### src/rtl/bg_pixel_fetcher.sv
// Background layer fetcher: streams one SDRAM word per active pixel through a
// prefetch FIFO, restarting on each vsync rising edge.
module bg_pixel_fetcher #(
  parameter int ADDR_W    = 25,
  parameter int DATA_W    = 16,
  parameter int DEPTH     = 8,
  parameter int ADDR_STEP = 2
) (
  input  logic              clk,
  input  logic              reset,
  input  logic              enable,
  input  logic              ce_pix,
  input  logic              hblank,
  input  logic              vblank,
  input  logic              vs,
  input  logic [ADDR_W-1:0] base_addr,
  input  logic [ADDR_W-1:0] frame_words,
  output logic              mem_rd,
  output logic [ADDR_W-1:0] mem_addr,
  input  logic              mem_ready,
  input  logic [DATA_W-1:0] mem_dout,
  output logic [DATA_W-1:0] pix_out,
  output logic [15:0]       underflow_cnt
);

  localparam int PTR_W = $clog2(DEPTH);
  localparam int CNT_W = PTR_W + 1;

  typedef enum logic [2:0] {IDLE, FETCH, WAIT, DRAIN, DONE} state_t;

  state_t            state, next_state;
  logic              old_vs;
  logic              limited;
  logic [ADDR_W-1:0] addr;
  logic [ADDR_W-1:0] remain;
  logic [DATA_W-1:0] fifo_mem [DEPTH];
  logic [PTR_W-1:0]  rd_ptr, wr_ptr;
  logic [CNT_W-1:0]  count;
  logic              restart, active, can_issue;
  logic              issue, push, pop, flush;

  assign restart   = vs & ~old_vs;
  assign active    = ce_pix & ~(hblank | vblank);
  // Only one read is ever outstanding, so count < DEPTH reserves its slot.
  assign can_issue = (count < CNT_W'(DEPTH)) && (!limited || remain != '0);

  always_ff @(posedge clk or posedge reset) begin
    if (reset) begin
      state  <= IDLE;
      old_vs <= 1'b0;
    end else begin
      state  <= next_state;
      old_vs <= vs;
    end
  end

  always_comb begin
    next_state = state;
    case (state)
      IDLE:  if (enable && restart) next_state = FETCH;
      FETCH: begin
        if (!enable)                          next_state = IDLE;
        else if (restart)                     next_state = FETCH;
        else if (can_issue)                   next_state = WAIT;
        else if (limited && remain == '0)     next_state = DONE;
      end
      // A restart racing the completion strobe treats that read as finished.
      WAIT: begin
        if (mem_ready)                next_state = enable ? FETCH : IDLE;
        else if (!enable || restart)  next_state = DRAIN;
      end
      DRAIN: if (mem_ready) next_state = enable ? FETCH : IDLE;
      DONE: begin
        if (!enable)      next_state = IDLE;
        else if (restart) next_state = FETCH;
      end
      default: next_state = IDLE;
    endcase
  end

  always_comb begin
    flush = ~enable | restart;
    issue = enable & ~restart & (state == FETCH) & can_issue;
    push  = enable & ~restart & (state == WAIT) & mem_ready;
    pop   = enable & active & (count != '0);
  end

  always_ff @(posedge clk) begin
    if (push) fifo_mem[wr_ptr] <= mem_dout;
  end

  always_ff @(posedge clk or posedge reset) begin
    if (reset) begin
      addr          <= '0;
      remain        <= '0;
      limited       <= 1'b0;
      rd_ptr        <= '0;
      wr_ptr        <= '0;
      count         <= '0;
      mem_rd        <= 1'b0;
      mem_addr      <= '0;
      pix_out       <= '0;
      underflow_cnt <= '0;
    end else begin
      mem_rd <= issue;
      if (issue) mem_addr <= addr;

      if (restart) begin
        addr    <= base_addr;
        remain  <= frame_words;
        limited <= (frame_words != '0);
      end else if (push) begin
        addr <= addr + ADDR_W'(ADDR_STEP);
        if (limited) remain <= remain - ADDR_W'(1);
      end

      if (flush) begin
        rd_ptr <= '0;
        wr_ptr <= '0;
        count  <= '0;
      end else begin
        if (push) wr_ptr <= wr_ptr + PTR_W'(1);
        if (pop)  rd_ptr <= rd_ptr + PTR_W'(1);
        if (push && !pop)      count <= count + CNT_W'(1);
        else if (!push && pop) count <= count - CNT_W'(1);
      end

      // Starved or blanked pixels go transparent rather than repeating stale data.
      if (!enable)     pix_out <= '0;
      else if (ce_pix) pix_out <= pop ? fifo_mem[rd_ptr] : '0;

      if (enable && active && count == '0 && underflow_cnt != 16'hFFFF)
        underflow_cnt <= underflow_cnt + 16'd1;
    end
  end

endmodule
### config.mk
export PLATFORM = sky130hd
export DESIGN_NAME = bg_pixel_fetcher
export DESIGN_NICKNAME = d
export VERILOG_FILES = /design/src/rtl/bg_pixel_fetcher.sv
export SDC_FILE = /design/constraint.sdc
export NUM_CORES = 1
export LEC_CHECK = 0
export ABC_AREA = 1
export BUFFER_PORTS_ARGS = -buffer_cell sky130_fd_sc_hd__clkbuf_2
export CAP_MARGIN = 10
export CORE_MARGIN = 1.5
export CORE_UTILIZATION = 45
export DETAILED_ROUTE_END_ITERATION = 10
export PLACE_DENSITY = 0.68
export SLEW_MARGIN = 10
export SYNTH_ARGS = -nofsm -noshare
export SYNTH_HDL_FRONTEND = slang
export SYNTH_SLANG_ARGS = --single-unit
### constraint.sdc
create_clock -name clk -period 5.5 [get_ports clk]
set_input_delay 0.825 -clock clk [delete_from_list [all_inputs] [get_ports clk]]
set_output_delay 0.825 -clock clk [all_outputs]
set_load 0.05 [all_outputs]
After elaboration in Yosys (flattened, before gate mapping)
Memories as Yosys holds them, arrays and structs flattened.
Index checks and enable logic that the tools add are counted.
W data, S select, Z words.
{"block": "totals", "regBits": 123, "latchBits": 0, "ram_bits": 128, "rom_bits": 0, "input_bits": 74, "output_inout_bits": 58, "word_cells": 103, "n_memories": 1}
{"block": "classes", "addsub": 7, "multipliers": 0, "div": 0, "n_lt_le_gt_ge": 1, "eq_ne": 11, "n_shift": 0, "mux": 29, "n_bitwise": 15, "n_reduce_logical": 27}
{"name": "fifo_mem", "depth": 8, "word_bits": 16, "read_ports": 1, "rd_clocked_by_memory_dff": 0, "wr": 1, "line": "36", "text": "logic [DATA_W-1:0] fifo_mem [DEPTH];"}
{"cell": "$mux W25", "n": 5}
{"cell": "$reduce_bool A25 Y1", "n": 2}
{"cell": "$mux W16", "n": 3}
{"cell": "$mux W3", "n": 14}
{"cell": "$add A25 B2 Y25 const B", "n": 1}
{"cell": "$logic_not A25 Y1", "n": 1}
{"cell": "$sub A25 B1 Y25 const B", "n": 1}
{"cell": "$add A16 B1 Y16 const B", "n": 1}
{"cell": "$ne A16 B16 Y1 const B", "n": 1}
{"cell": "$pmux W3 S5", "n": 1}
{"cell": "$mux W4", "n": 3}
{"cell": "$and A1 B1 Y1", "n": 9}
{"cell": "$logic_and A1 B1 Y1", "n": 8}
{"cell": "$reduce_bool A2 Y1", "n": 4}
{"cell": "$add A3 B1 Y3 const B", "n": 2}
{"cell": "$eq A3 B2 Y1 const B", "n": 2}
{"cell": "$ne A3 B3 Y1 const B", "n": 2}
{"cell": "$ne A5 B5 Y1 const B", "n": 1}
{"cell": "$reduce_and A5 Y1", "n": 1}
{"cell": "$add A4 B1 Y4 const B", "n": 1}
{"cell": "$logic_not A1 Y1", "n": 4}
{"cell": "$logic_not A4 Y1", "n": 1}
{"cell": "$lt A4 B4 Y1 const B", "n": 1}
{"cell": "$ne A2 B2 Y1 const B", "n": 2}
{"cell": "12 further kinds", "n": 19}

Depth between registers and ports, before layout
Gate-level depths: netlist (run 1).
{"block": "logic_depth", "word_depth": 11, "mapped_depth": 13}

Least setup slack after synthesis (run 1)
OpenSTA, ideal clock, no wires.
{"block": "synth_timing", "path_type": "input -> register", "start": "input vs", "end": "memory fifo_mem[6][0], enable pin", "setup_ns": 0.409, "arrival_time_ns": 2.695, "required_time_ns": 5.091, "slack_ns": 2.395, "path_stages": 8, "path_buffers": 1, "path_cell_list": "inv_1 -> nor2_4 -> nor2_8 -> nand2_8 -> inv_2 -> buf_6 -> nand2_1 -> nor3_1"}
{"block": "synth_via", "elab_chain_cells": 7}
{"item": "start, declared", "line": "15", "text": "input logic vs,"}
{"item": "$and A1 B1 Y1", "line": "42", "text": "assign restart = vs & ~old_vs;"}
{"item": "$not A1 Y1", "line": "84", "text": "push = enable & ~restart & (state == WAIT) & mem_ready;"}
{"item": "$and A1 B1 Y1 (3 in series)", "line": "84"}
{"item": "$mux W1", "line": "89", "text": "if (push) fifo_mem[wr_ptr] <= mem_dout;"}
{"item": "$mux W1 (implied by the code)", "line": "89"}
{"item": "end, declared", "line": "36"}
Every way passes these cells.

Worst setup path after layout (run 1)
{"block": "layout_timing", "start": "register rd_ptr[0]", "end": "register pix_out[11]"}
{"block": "layout_via", "elab_chain_cells": 4}
{"item": "start, declared", "line": "37", "text": "logic [PTR_W-1:0] rd_ptr, wr_ptr;"}
{"item": "start signal, assigned", "line": "123", "text": "if (pop) rd_ptr <= rd_ptr + PTR_W'(1);"}
{"item": "$mem_v2 Z8 W16"}
{"item": "$mux W16 (2 in series)", "line": "130", "text": "else if (ce_pix) pix_out <= pop ? fifo_mem[rd_ptr] : '0;"}
{"item": "$mux W16", "line": "129", "text": "if (!enable) pix_out <= '0;"}
{"item": "end signal, assigned", "line": "130"}
{"item": "end, declared", "line": "22", "text": "output logic [DATA_W-1:0] pix_out,"}
Every way passes these cells. The select of a mux whose other input is x is not followed.
A chain may end at the register's enable or synchronous reset.

==> out/results.tsv, run 1 <==
stage	metric	value	unit
run_status	status	finished clean	
logic_synthesis	Post-Syn Nets	1411	
logic_synthesis	Synth area leaders	edfxtp_1 32%, dfrtp_1 25%, nand2_1 8.9%, nor2_1 7.0%, o21ai_0 4.5%	
detailed_routing	routed len/inst	15.9	µm
sta	final-report setup violation count	0	
global_route	met1 global-route usage	0.289	
power	power per cell area	414	nW/µm²
sta	clock skew	0.0104	ns
layout	Layout Nets	1534	
place	port bufs	131	
logic_synthesis	cell taking the most area after synthesis	edfxtp_1	
power	Worst VDD drop	321	µV
logic_synthesis	sequential share of the synthesized area	0.572	
logic_synthesis	xor and xnor area share after synthesis	0.0152	
logic_synthesis	Netlist cell types	47	
sta	Worst slew margin	0.265	
detailed_routing	drt pass-1 iters	5	
global_route	first-pass GRT wire length	46600	µm
clock_tree	H-tree Lvls	1	
place	Placement Setup Slack	2.61	ns
worst_setup_path	RR Startpoint	rd_ptr[0]	
worst_setup_path	worst reg2reg setup slack	2.89	ns
global_route	busiest grt layer	met2	
detailed_routing	vias per cell	5.29	
logic_synthesis	Synth top area share	0.317	
detailed_routing	DRC viols	0	
layout	area grow syn2layout	14.9	%
worst_setup_path	Critical Path AT	3.03	ns
min_path	Hold Path Class	in -> reg	
clock_tree	Root Buffer	clkbuf_16	
worst_setup_path	crit path kind	reg -> reg	
clock_tree	Post-CTS Hold Buffers	0	
global_route	Global Route met2 Usage	0.330	
clock_tree	clock tree sinks	251	
worst_setup_path	worst path required time	5.92	ns
logic_synthesis	Simple-Gate Fraction of Synth Area	0.237	
sta	setup_tns	0	ns
floorplan	Rows	59	
detailed_routing	Post-DRT Antenna Nets	0	
place	dpl cell area	13000	µm²
sta	pin slew with the least headroom to its limit	1.10	ns
logic_synthesis	Post-Syn Area	12100	µm²
place	routability congestion estimate	0.909	
layout	post-route non-filler standard cell count	1807	
clock_tree	Skew-Pair Late Insertion Delay	0.54	ns
floorplan	Die ar.	27900	µm²
logic_synthesis	Synth Flop Type	edfxtp_1	
floorplan	Die Ht	167	µm
floorplan	die width	167	µm
logic_synthesis	EDFF count, synth	128	
sta	fin crit share	0.474	
global_route	grt met3 use	0.0328	
place	placed wire-length estimate	18500	µm
detailed_routing	1st-iter DRT viols	781	
worst_setup_path	CP Launch Type	flop	
logic_synthesis	Synth Area in Adders	0.00992	
sta	hold_ws	0.422	ns
worst_setup_path	CP max FO	66	
logic_synthesis	largest family of logic cells by synthesized area	simple AND/OR/NAND/NOR gates	
global_route	Global Route Usage Sum	0.206	
sta	Fin. Hold Viols	0	
logic_synthesis	post-synthesis register bit count	251	
global_route	gr ovfl total	0	
layout	Fill cells	2345	
clock_tree	clock buffer depth	3	
worst_setup_path	Reg-to-Reg End	pix_out[11]	
global_route	initial antenna violation count	2	
worst_setup_path	CP endpoint kind	flop	
min_path	Min-Delay Endpoint	old_vs	
floorplan	# IOs	132	
floorplan	Core Area	26200	µm²
clock_tree	CTS tree	built	
min_path	worst hold stages	1	
logic_synthesis	share of synthesized registers carrying an async set or reset	0.490	
layout	Register Area	6920	µm²
clock_tree	cts bufs inserted	27	
sta	f_max	384	MHz
place	placed cells	1757	
detailed_routing	vias	9563	
layout	share of cells above drive strength 1	0.163	
clock_tree	# Post-CTS Setup Buffers	0	
clock_tree	CTS clk-pin slew, worst paths	0.06	ns
layout	final instance area	13900	µm²
floorplan	initial core utilization	0.462	
logic_synthesis	Synth Warn #	0	
power	Lkg Pwr	0.00596	µW
logic_synthesis	Synth Area in Compound Gates	0.110	
sta	RSZ-0062 raised after global routing	no	
min_path	min-delay src	vs	
sta	fin. max-slew vios	0	
global_route	largest net degree at the start of global routing	83	
global_route	vias in the first global route	8998	
logic_synthesis	Syn Inst Count	1328	
sta	min Tclk post-route	2.61	ns
worst_setup_path	R2R depth	7	
layout	Multi-input gate area	4510	µm²
detailed_routing	WL final	28700	µm
sta	fin worst setup slack	2.89	ns
clock_tree	Post-CTS Resized	0	
logic_synthesis	mux cell area share after synthesis	0	
logic_synthesis	syn avg cell area	9.12	µm²
logic_synthesis	most frequent cell after synthesis	nand2_1	
logic_synthesis	Commonest cells post-synth	288 x nand2_1, 226 x nor2_1, 128 x edfxtp_1	
run	max_cap viols	0	
## power breakdown
group	total, µW	internal [µW]	switching, µW
sequential	2470	2230	243
clock	1810	1090	726
combinational	1470	403	1070
## how the worst max path moves through the flow
stage	to	slack, ns	startpoint
finish	pix_out[11]	2.89	rd_ptr[0]
global route	pix_out[13]	2.69	rd_ptr[0]
CTS	pix_out[11]	2.92	rd_ptr[0]
detailed placement	mem_addr[12]	2.61	vs
global placement	mem_addr[7]	2.68	vs
floorplan	addr[0]	1.40	reset
## through the flow
step | utilization | power, µW
global route | 0.531 | 6060
CTS | 0.531 | 5790
detailed placement | 0.496 | 3970
floorplan | - | 3600
finish | 0.531 | 5760
global placement | 0.496 | 3940
## layout by cell type, fill, tap and decap left out, types with 17 or more instances in the layout
master | netlist | final
clkbuf_16 | 0 | 27
o21ai_0 | 109 | 109
edfxtp_1 | 128 | 128
clkbuf_2 | 0 | 131
nand3_1 | 86 | 86
nand2_1 | 288 | 288
nor2_1 | 226 | 226
inv_1 | 91 | 90
o21ai_1 | 22 | 22
nand4_1 | 19 | 19
xor2_1 | 17 | 17
dfrtp_1 | 123 | 123
o211ai_1 | 42 | 42
a21oi_1 | 19 | 19
## state kept, by name, summed over array words and instances (netlist names)
signal and cells:
limited 1, mem_addr 25, wr_ptr 3, rd_ptr 3, fifo_mem 128, mem_rd 1, remain 25, underflow_cnt 16
count 4, addr 25, old_vs 1, state 3, pix_out 16
## logic make-up (layout without fill, tap and decap cells)
logic type                 count (synthesis)  count (layout)
and+or+nand+nor                          670             670
buffers and inverters                    152             295
DFF                                      251             251
xor gates and xnor gates                  21              21
adders and majority gates                  9               9
AOI/OAI and AO/OA                        225             225
other                                      0               1
## layer usage
metal	wire length [µm]	vias to the layer above
met5	13	-
met4	575	2
met3	1670	50
met2	13400	301
met1	13100	4490
li1	-	4720
## critical path, stage by stage (launching register included)
cell      delay (ns)
dfrtp_1         0.32
buf_4           0.54
inv_1           0.53
buf_4           0.42
o21ai_0         0.26
o211ai_1        0.12
nand3_1         0.18
nand2_1         0.06
## final cells by class
class	count	area share
antenna	1	0.000180
clock buffer	38	0.0566
clock inverter	11	0.00800
inverter	99	0.0276
multi-input combinational	925	0.324
sequential	251	0.498
tap	335	0.0301
timing repair buffer	147	0.0558
Note: power is estimated with default switching activity, not from simulation.
==> run 2: changes to the inputs <==
--- a/config.mk
+++ b/config.mk
@@ -11,7 +11,7 @@
 export CORE_MARGIN = 1.5
 export CORE_UTILIZATION = 45
 export DETAILED_ROUTE_END_ITERATION = 10
-export PLACE_DENSITY = 0.68
+export PLACE_DENSITY = 0.7
 export SLEW_MARGIN = 10
 export SYNTH_ARGS = -nofsm -noshare
 export SYNTH_HDL_FRONTEND = slang
==> constraint.sdc (replaced) <==
create_clock -name clk -period 2.2 [get_ports clk]
set_input_delay 0.33 -clock clk [delete_from_list [all_inputs] [get_ports clk]]
set_output_delay 0.33 -clock clk [all_outputs]
set_load 0.05 [all_outputs]
==> run 2 against run 1 <==
First-iteration DRC count grew 18%. Critical path depth grew 2. Clock skew rose by 0.0085 ns. Hold slack worse by 0.37 ns. Sequential share of layout area fell by 1.2 points.
==> out/results.tsv, run 2 (synthesized netlist as in run 1, its figures left out) <==
stage	metric	value	unit	change
run_status	status	finished clean		
worst_setup_path	Critical Path AT	2.30	ns	-0.73 ns
place	port bufs	131		unchanged
clock_tree	CTS tree	built		
worst_setup_path	Buffers & Inverters on Critical Path	4		+1
clock_tree	cts bufs inserted	27		unchanged
global_route	initial antenna violation count	1		-1
floorplan	Die Ht	167	µm	unchanged
worst_setup_path	CP cell instances	inv_1, nand3_2, nor2_4, nand2_8, inv_2, buf_4, nand2_1, nor3_2, buf_12		
worst_setup_path	Top delay family on crit path	simple AND/OR/NAND/NOR gates		
worst_setup_path	CP max FO	16		-76%
detailed_routing	1st-iter DRT viols	919		+18%
floorplan	die width	167	µm	unchanged
global_route	grt met3 use	0.0323		-0.000475
min_path	Hold Path Class	in -> reg		
global_route	Global Route met2 Usage	0.357		+0.0275
layout	post-route non-filler standard cell count	1828		+1.2%
detailed_routing	routed len/inst	16.4	µm	+3.4%
detailed_routing	Post-DRT Antenna Nets	0		unchanged
worst_setup_path	cell count along the critical path	9		+2
worst_setup_path	R2R depth	9		+2
global_route	met1 global-route usage	0.302		+0.0126
layout	commonest non-fill, non-tap cell in the layout	nand2_1		
clock_tree	H-tree Lvls	1		unchanged
global_route	gr ovfl total	0		unchanged
detailed_routing	drt pass-1 iters	5		unchanged
worst_setup_path	worst reg2reg setup slack	0.14	ns	-2.76 ns
worst_setup_path	worst path required time	2.44	ns	-3.48 ns
sta	min Tclk post-route	2.06	ns	-0.544 ns
sta	RSZ-0062 raised after global routing	no		
clock_tree	clock tree sinks	251		unchanged
layout	final instance area	14300	µm²	+2.5%
sta	Fin. Hold Viols	0		unchanged
clock_tree	CTS clk-pin slew, worst paths	0.06	ns	about the same
global_route	largest net degree at the start of global routing	65		-22%
sta	Worst slew margin	0.527		+0.263
place	placed wire-length estimate	20500	µm	+11%
floorplan	Rows	59		unchanged
detailed_routing	vias per cell	5.39		+1.8%
place	dpl cell area	13300	µm²	+1.9%
place	placed cells	1773		+0.91%
clock_tree	Skew-Pair Late Insertion Delay	0.54	ns	about the same
run	max_cap viols	0		unchanged
layout	Fill cells	2323		-0.94%
global_route	vias in the first global route	9368		+4.1%
worst_setup_path	biggest cell delay along the critical path	0.41	ns	-0.13 ns
sta	f_max	485	MHz	+26%
worst_setup_path	slowest cell on the critical path	dfrtp_1		
floorplan	initial core utilization	0.462		unchanged
layout	Largest register FFs	128		unchanged
layout	share of cells above drive strength 1	0.176		+0.0131
worst_setup_path	CP Launch Type	flop		
global_route	Global Route Usage Sum	0.218		+0.0117
worst_setup_path	Reg-to-Reg End	fifo_mem[7][14]		
layout	Multi-input gate area	4550	µm²	+0.86%
sta	fin crit share	0.938		+0.464
place	routability congestion estimate	0.889		-2.3%
worst_setup_path	Critical path origin	state[0]		
power	power per cell area	1030	nW/µm²	+150%
sta	fin. max-slew vios	0		unchanged
floorplan	Die ar.	27900	µm²	unchanged
sta	clock skew	0.0189	ns	+0.00852 ns
worst_setup_path	CP endpoint kind	flop		
clock_tree	Root Buffer	clkbuf_16		
worst_setup_path	critical path endpoint	fifo_mem[7][14]		
power	Worst VDD drop	787	µV	+140%
layout	Biggest register	fifo_mem		
worst_setup_path	crit path kind	reg -> reg		
worst_setup_path	RR Startpoint	state[0]		
floorplan	# IOs	132		unchanged
detailed_routing	DRC viols	0		unchanged
power	Lkg Pwr	0.00610	µW	+2.3%
detailed_routing	vias	9853		+3.0%
layout	area grow syn2layout	17.8	%	
detailed_routing	WL final	30100	µm	+4.6%
global_route	busiest grt layer	met2		
clock_tree	clock buffer depth	3		unchanged
global_route	first-pass GRT wire length	49100	µm	+5.3%
sta	pin slew with the least headroom to its limit	0.708	ns	-0.390 ns
sta	final-report setup violation count	0		unchanged
layout	Register Area	6920	µm²	unchanged
layout	most frequent cells in the layout	288 x nand2_1, 223 x nor2_1, 131 x clkbuf_2, 128 x edfxtp_1, 123 x dfrtp_1		
floorplan	Core Area	26200	µm²	unchanged
layout	Layout Nets	1554		+1.3%
[run 2: cell types whose count changed in the layout (fill, tap and decap cells not counted), moves of 4 or more]
cell        before  now
clkinv_2         7    3
clkinv_1         0    4
buf_12           0    9
clkbuf_8         7    0
buf_4           16   24
clkinvlp_4       1    8
[run 2: how the worst min path moves through the flow]
stage / start / to / slack (ns) / cells past startpoint
3_5_place_dp: vs / old_vs / 0.46 / 1
5_1_grt: base_addr[9] / addr[9] / 0.05 / 3
6_report: base_addr[11] / addr[11] / 0.05 / 3
2_1_floorplan: vs / old_vs / 0.36 / 0
4_1_cts: base_addr[11] / addr[11] / 0.03 / 3
3_3_place_gp: vs / old_vs / 0.46 / 1
[run 2: cell type report]
cell class                      instances  area share
Sequential cell                       251       0.485
Tap cell                              335      0.0294
Antenna cell                            1    0.000175
Clock inverter                         22      0.0182
Clock buffer                           28      0.0476
Inverter                               99      0.0272
Timing Repair Buffer                  167      0.0733
Multi-Input combinational cell        925       0.319
[run 2: metrics by stage]
stage | total power, µW | setup WS (ns) | util | hold slack, ns | setup TNS [ns]
after floorplan | 8990 | -0.0831 | - | 0.361 | -4.65
after global placement | 9920 | 0.171 | 0.506 | 0.461 | 0
after detailed placement | 9990 | 0.132 | 0.506 | 0.459 | 0
after CTS | 14800 | 0.0326 | 0.543 | 0.0280 | 0
after global routing | 15400 | 0.0163 | 0.544 | 0.0523 | 0
final | 14700 | 0.137 | 0.544 | 0.0479 | 0
[run 2: layer usage]
metal	share of wire	vias up
li1	-	4761
met2	0.47	322
met4	0.021	0
met5	0	-
met1	0.45	4724
met3	0.063	46
[run 2: tightest hold or removal path, stage by stage]
cell and delay [ns]:
clkbuf_2 0.08, nand2_1 0.05, o211ai_1 0.07
[run 2: what timing repair did]
action | CTS | global route
resized for setup | 0 | 4
endpoints found under the setup margin | 0 | 13
hold buffers | 3 | 0
buffers inserted | 0 | 1
endpoints found under the hold margin | 27 | 0
[run 2: power breakdown]
group	leakage, µW	total (µW)	internal [µW]	switching, µW
sequential	0.00272	6170	5570	605
clock	0.000436	4750	2840	1910
combinational	0.00294	3780	1060	2720
total	0.00610	14700	9470	5240
==> run 3: changes to the inputs <==
--- a/config.mk
+++ b/config.mk
@@ -6,12 +6,14 @@
 export NUM_CORES = 1
 export LEC_CHECK = 0
 export ABC_AREA = 1
+export ABC_CLOCK_PERIOD_IN_PS = 2200
 export BUFFER_PORTS_ARGS = -buffer_cell sky130_fd_sc_hd__clkbuf_2
 export CAP_MARGIN = 10
 export CORE_MARGIN = 1.5
-export CORE_UTILIZATION = 45
+export CORE_UTILIZATION = 40
 export DETAILED_ROUTE_END_ITERATION = 10
-export PLACE_DENSITY = 0.7
+export GPL_ROUTABILITY_DRIVEN = 1
+export PLACE_DENSITY = 0.64
 export SLEW_MARGIN = 10
 export SYNTH_ARGS = -nofsm -noshare
 export SYNTH_HDL_FRONTEND = slang
==> run 3 against run 2 <==
Via count is 1.8% lower. Sequential power barely moved. Critical path type unchanged. Register-to-register slack about the same. Die area is 12% higher. Combinational power hardly changed. Non-clock buffer count fell by 2. Largest cell class unchanged. The run now ends with hold timing left.
==> out/results.tsv, run 3 (synthesized netlist as in run 1, its figures left out) <==
stage	metric	value	unit	change
clock_tree	Skew-Pair Late Insertion Delay	0.55	ns	about the same
power	Comb pwr share	0.258		about the same
worst_setup_path	CP endpoint kind	flop		
power	Internal Power	9440	µW	-0.33%
power	switching fraction of total power	0.356		-0.000413
sta	RSZ-0062 raised after global routing	no		
clock_tree	CTS clk-pin slew, worst paths	0.06	ns	about the same
detailed_routing	Post-DRT Antenna Nets	0		unchanged
sta	final-report setup violation count	0		unchanged
worst_setup_path	CP Launch Type	flop		
power	Clock Power Share	0.321		-0.002
floorplan	die width	177	µm	+6.0%
place	dpl cell area	13400	µm²	+0.80%
worst_setup_path	crit path kind	reg -> reg		
power	Sequential Power Share	0.421		about the same
sta	f_max	486	MHz	+0.17%
global_route	Global Route Usage Sum	0.192		-0.0263
sta	clock skew	0.0196	ns	+0.000767 ns
worst_setup_path	R2R depth	13		+4
worst_setup_path	Buffers & Inverters on Critical Path	2		-2
floorplan	Die Ht	177	µm	+6.0%
power	sw power	5210	µW	-0.51%
floorplan	initial core utilization	0.407		-0.0546
clock_tree	# Post-CTS Setup Buffers	0		unchanged
clock_tree	CTS tree	built		
worst_setup_path	Top delay family on crit path	simple AND/OR/NAND/NOR gates		
worst_setup_path	CP cell instances	inv_1, nand3_2, nor2_4, nand2_8, inv_2, nand2_4, ha_4, a21oi_1, nand2_1, xor2_2, xor2_1, nand2_1, nand2_1		
layout	most frequent cells in the layout	288 x nand2_1, 223 x nor2_1, 131 x clkbuf_2, 128 x edfxtp_1, 123 x dfrtp_1		
global_route	first-pass GRT wire length	48200	µm	-1.7%
floorplan	# IOs	132		unchanged
global_route	initial antenna violation count	1		unchanged
detailed_routing	routed len/inst	15.6	µm	-5.4%
layout	Layout Nets	1553		-0.064%
sta	pin slew with the least headroom to its limit	0.725	ns	+0.0172 ns
power	power per cell area	1020	nW/µm²	-1.0%
min_path	Hold Path Class	in -> async		
place	port bufs	131		unchanged
sta	Worst slew margin	0.516		-0.0110
worst_setup_path	Reg-to-Reg End	count[3]		
clock_tree	clock tree sinks	251		unchanged
run_status	failing checks	hold timing		
layout	share of cells above drive strength 1	0.176		-0.000552
worst_setup_path	cell mode on critical path	nand2_1		
global_route	largest net degree at the start of global routing	124		+91%
sta	fin. max-slew vios	0		unchanged
run_status	status	finished, violations left		
layout	area grow syn2layout	18.6	%	
detailed_routing	vias	9678		-1.8%
detailed_routing	WL final	29300	µm	-2.6%
worst_setup_path	biggest cell delay along the critical path	0.41	ns	about the same
detailed_routing	drt pass-1 iters	6		+1
power	Worst VDD drop	757	µV	-3.9%
place	Placement Setup Slack	0.101	ns	-0.0306 ns
global_route	gr ovfl total	0		unchanged
worst_setup_path	slowest cell on the critical path	dfrtp_1		
sta	fin crit share	0.936		-0.00158
sta	Fin. Hold Viols	24		+24
global_route	vias in the first global route	9425		+0.61%
floorplan	Rows	63		+6.8%
sta	fin worst setup slack	0.140	ns	+0.00348 ns
worst_setup_path	Critical Path AT	2.48	ns	+0.18 ns
layout	final instance area	14400	µm²	+0.64%
layout	commonest non-fill, non-tap cell in the layout	nand2_1		
clock_tree	H-tree Lvls	1		unchanged
sta	min Tclk post-route	2.06	ns	-0.00347 ns
detailed_routing	vias per cell	5.14		-4.6%
detailed_routing	DRC viols	0		unchanged
worst_setup_path	CP max FO	7		-9
sta	hold_ws	-0.0137	ns	-0.0616 ns
place	routability congestion estimate	0.854		-3.9%
worst_setup_path	worst reg2reg setup slack	0.14	ns	about the same
power	Lkg Pwr	0.00611	µW	+0.21%
worst_setup_path	cell count along the critical path	13		+4
clock_tree	Root Buffer	clkbuf_16		
worst_setup_path	RR Startpoint	state[0]		
layout	Largest register FFs	128		unchanged
worst_setup_path	worst path required time	2.62	ns	+0.18 ns
place	placed wire-length estimate	19200	µm	-6.5%
floorplan	Die ar.	31300	µm²	+12%
detailed_routing	1st-iter DRT viols	928		+0.98%
clock_tree	cts bufs inserted	28		+3.7%
floorplan	Core Area	29700	µm²	+13%
run	max_cap viols	0		unchanged
layout	Biggest register	fifo_mem		
clock_tree	clock buffer depth	3		unchanged
==> run 3: changes by cell type in the layout (fill, tap and decap cells not counted), sizes merged <==
cell,before,now
clkbuf,159,169
clkinvlp,8,2
bufinv,5,2
buf,33,32
dlygate4sd3,3,2
==> run 3: routing by layer <==
layer,routed length [µm],track usage
met5,0,0
met4,516,0.0487
met3,1670,0.0292
met2,13900,0.318
met1,13200,0.262
==> run 3: cell type report <==
| type | instances | area, µm² |
|---|---|---|
| fillers | 2782 | 15400 |
| inverters | 99 | 385 |
| repair buffers | 165 | 1070 |
| well taps | 390 | 488 |
| clock buffers | 38 | 808 |
| clock inverters | 13 | 135 |
| multi-input cells | 925 | 4550 |
| diodes | 1 | 2.50 |
| flip-flops and latches | 251 | 6920 |
==> run 3: worst register-to-register path: cells and delay by family, from the launching register on <==
kind	cells	cell delay [ns]
AO/OA/AOI/OAI	1	0.15
XOR/XNOR	2	0.29
adder cells (fa/ha/maj)	1	0.24
buffers and inverters	2	0.19
flip-flops	1	0.41
AND/OR/NAND/NOR	7	0.67
==> run 3: how the worst max path moves through the flow <==
stage                startpoint           endpoint  slack, ns
2_1_floorplan          state[2]     fifo_mem[0][0]      -0.08
3_3_place_gp           state[2]           count[3]       0.17
3_5_place_dp           state[2]           count[3]       0.10
4_1_cts                state[2]           count[3]       0.09
5_1_grt        underflow_cnt[0]  underflow_cnt[15]       0.02
6_report               state[0]           count[3]       0.14
==> run 3: what timing repair did <==
action / CTS / global route
gates resized for setup: 0 / 4
endpoints found under the hold margin: 2 / 0
endpoints found under the setup margin: 0 / 1
hold buffers: 2 / 0
==> run 3: metrics by stage <==
step,hold slack [ns],std cells,setup TNS [ns],total power [µW],utilization
6_report,-0.0137,1882,0,14700,0.483
5_1_grt,0.0468,1881,0,15400,0.483
4_1_cts,0.0254,1881,0,14800,0.482
3_5_place_dp,0.464,1828,0,10000,0.450
3_3_place_gp,0.457,1828,0,9940,0.450
2_1_floorplan,0.361,1328,-4.65,8990,-
==> run 3: power by group through the flow <==
stage                     Sequential (µW)  Clock, µW  Combinational (µW)
after detailed placement             6240          0                3760
after global routing                 6250       5020                4160
after floorplan                      7130          0                1860
after global placement               6220          0                3710
after CTS                            6160       4800                3790
final                                6170       4710                3770
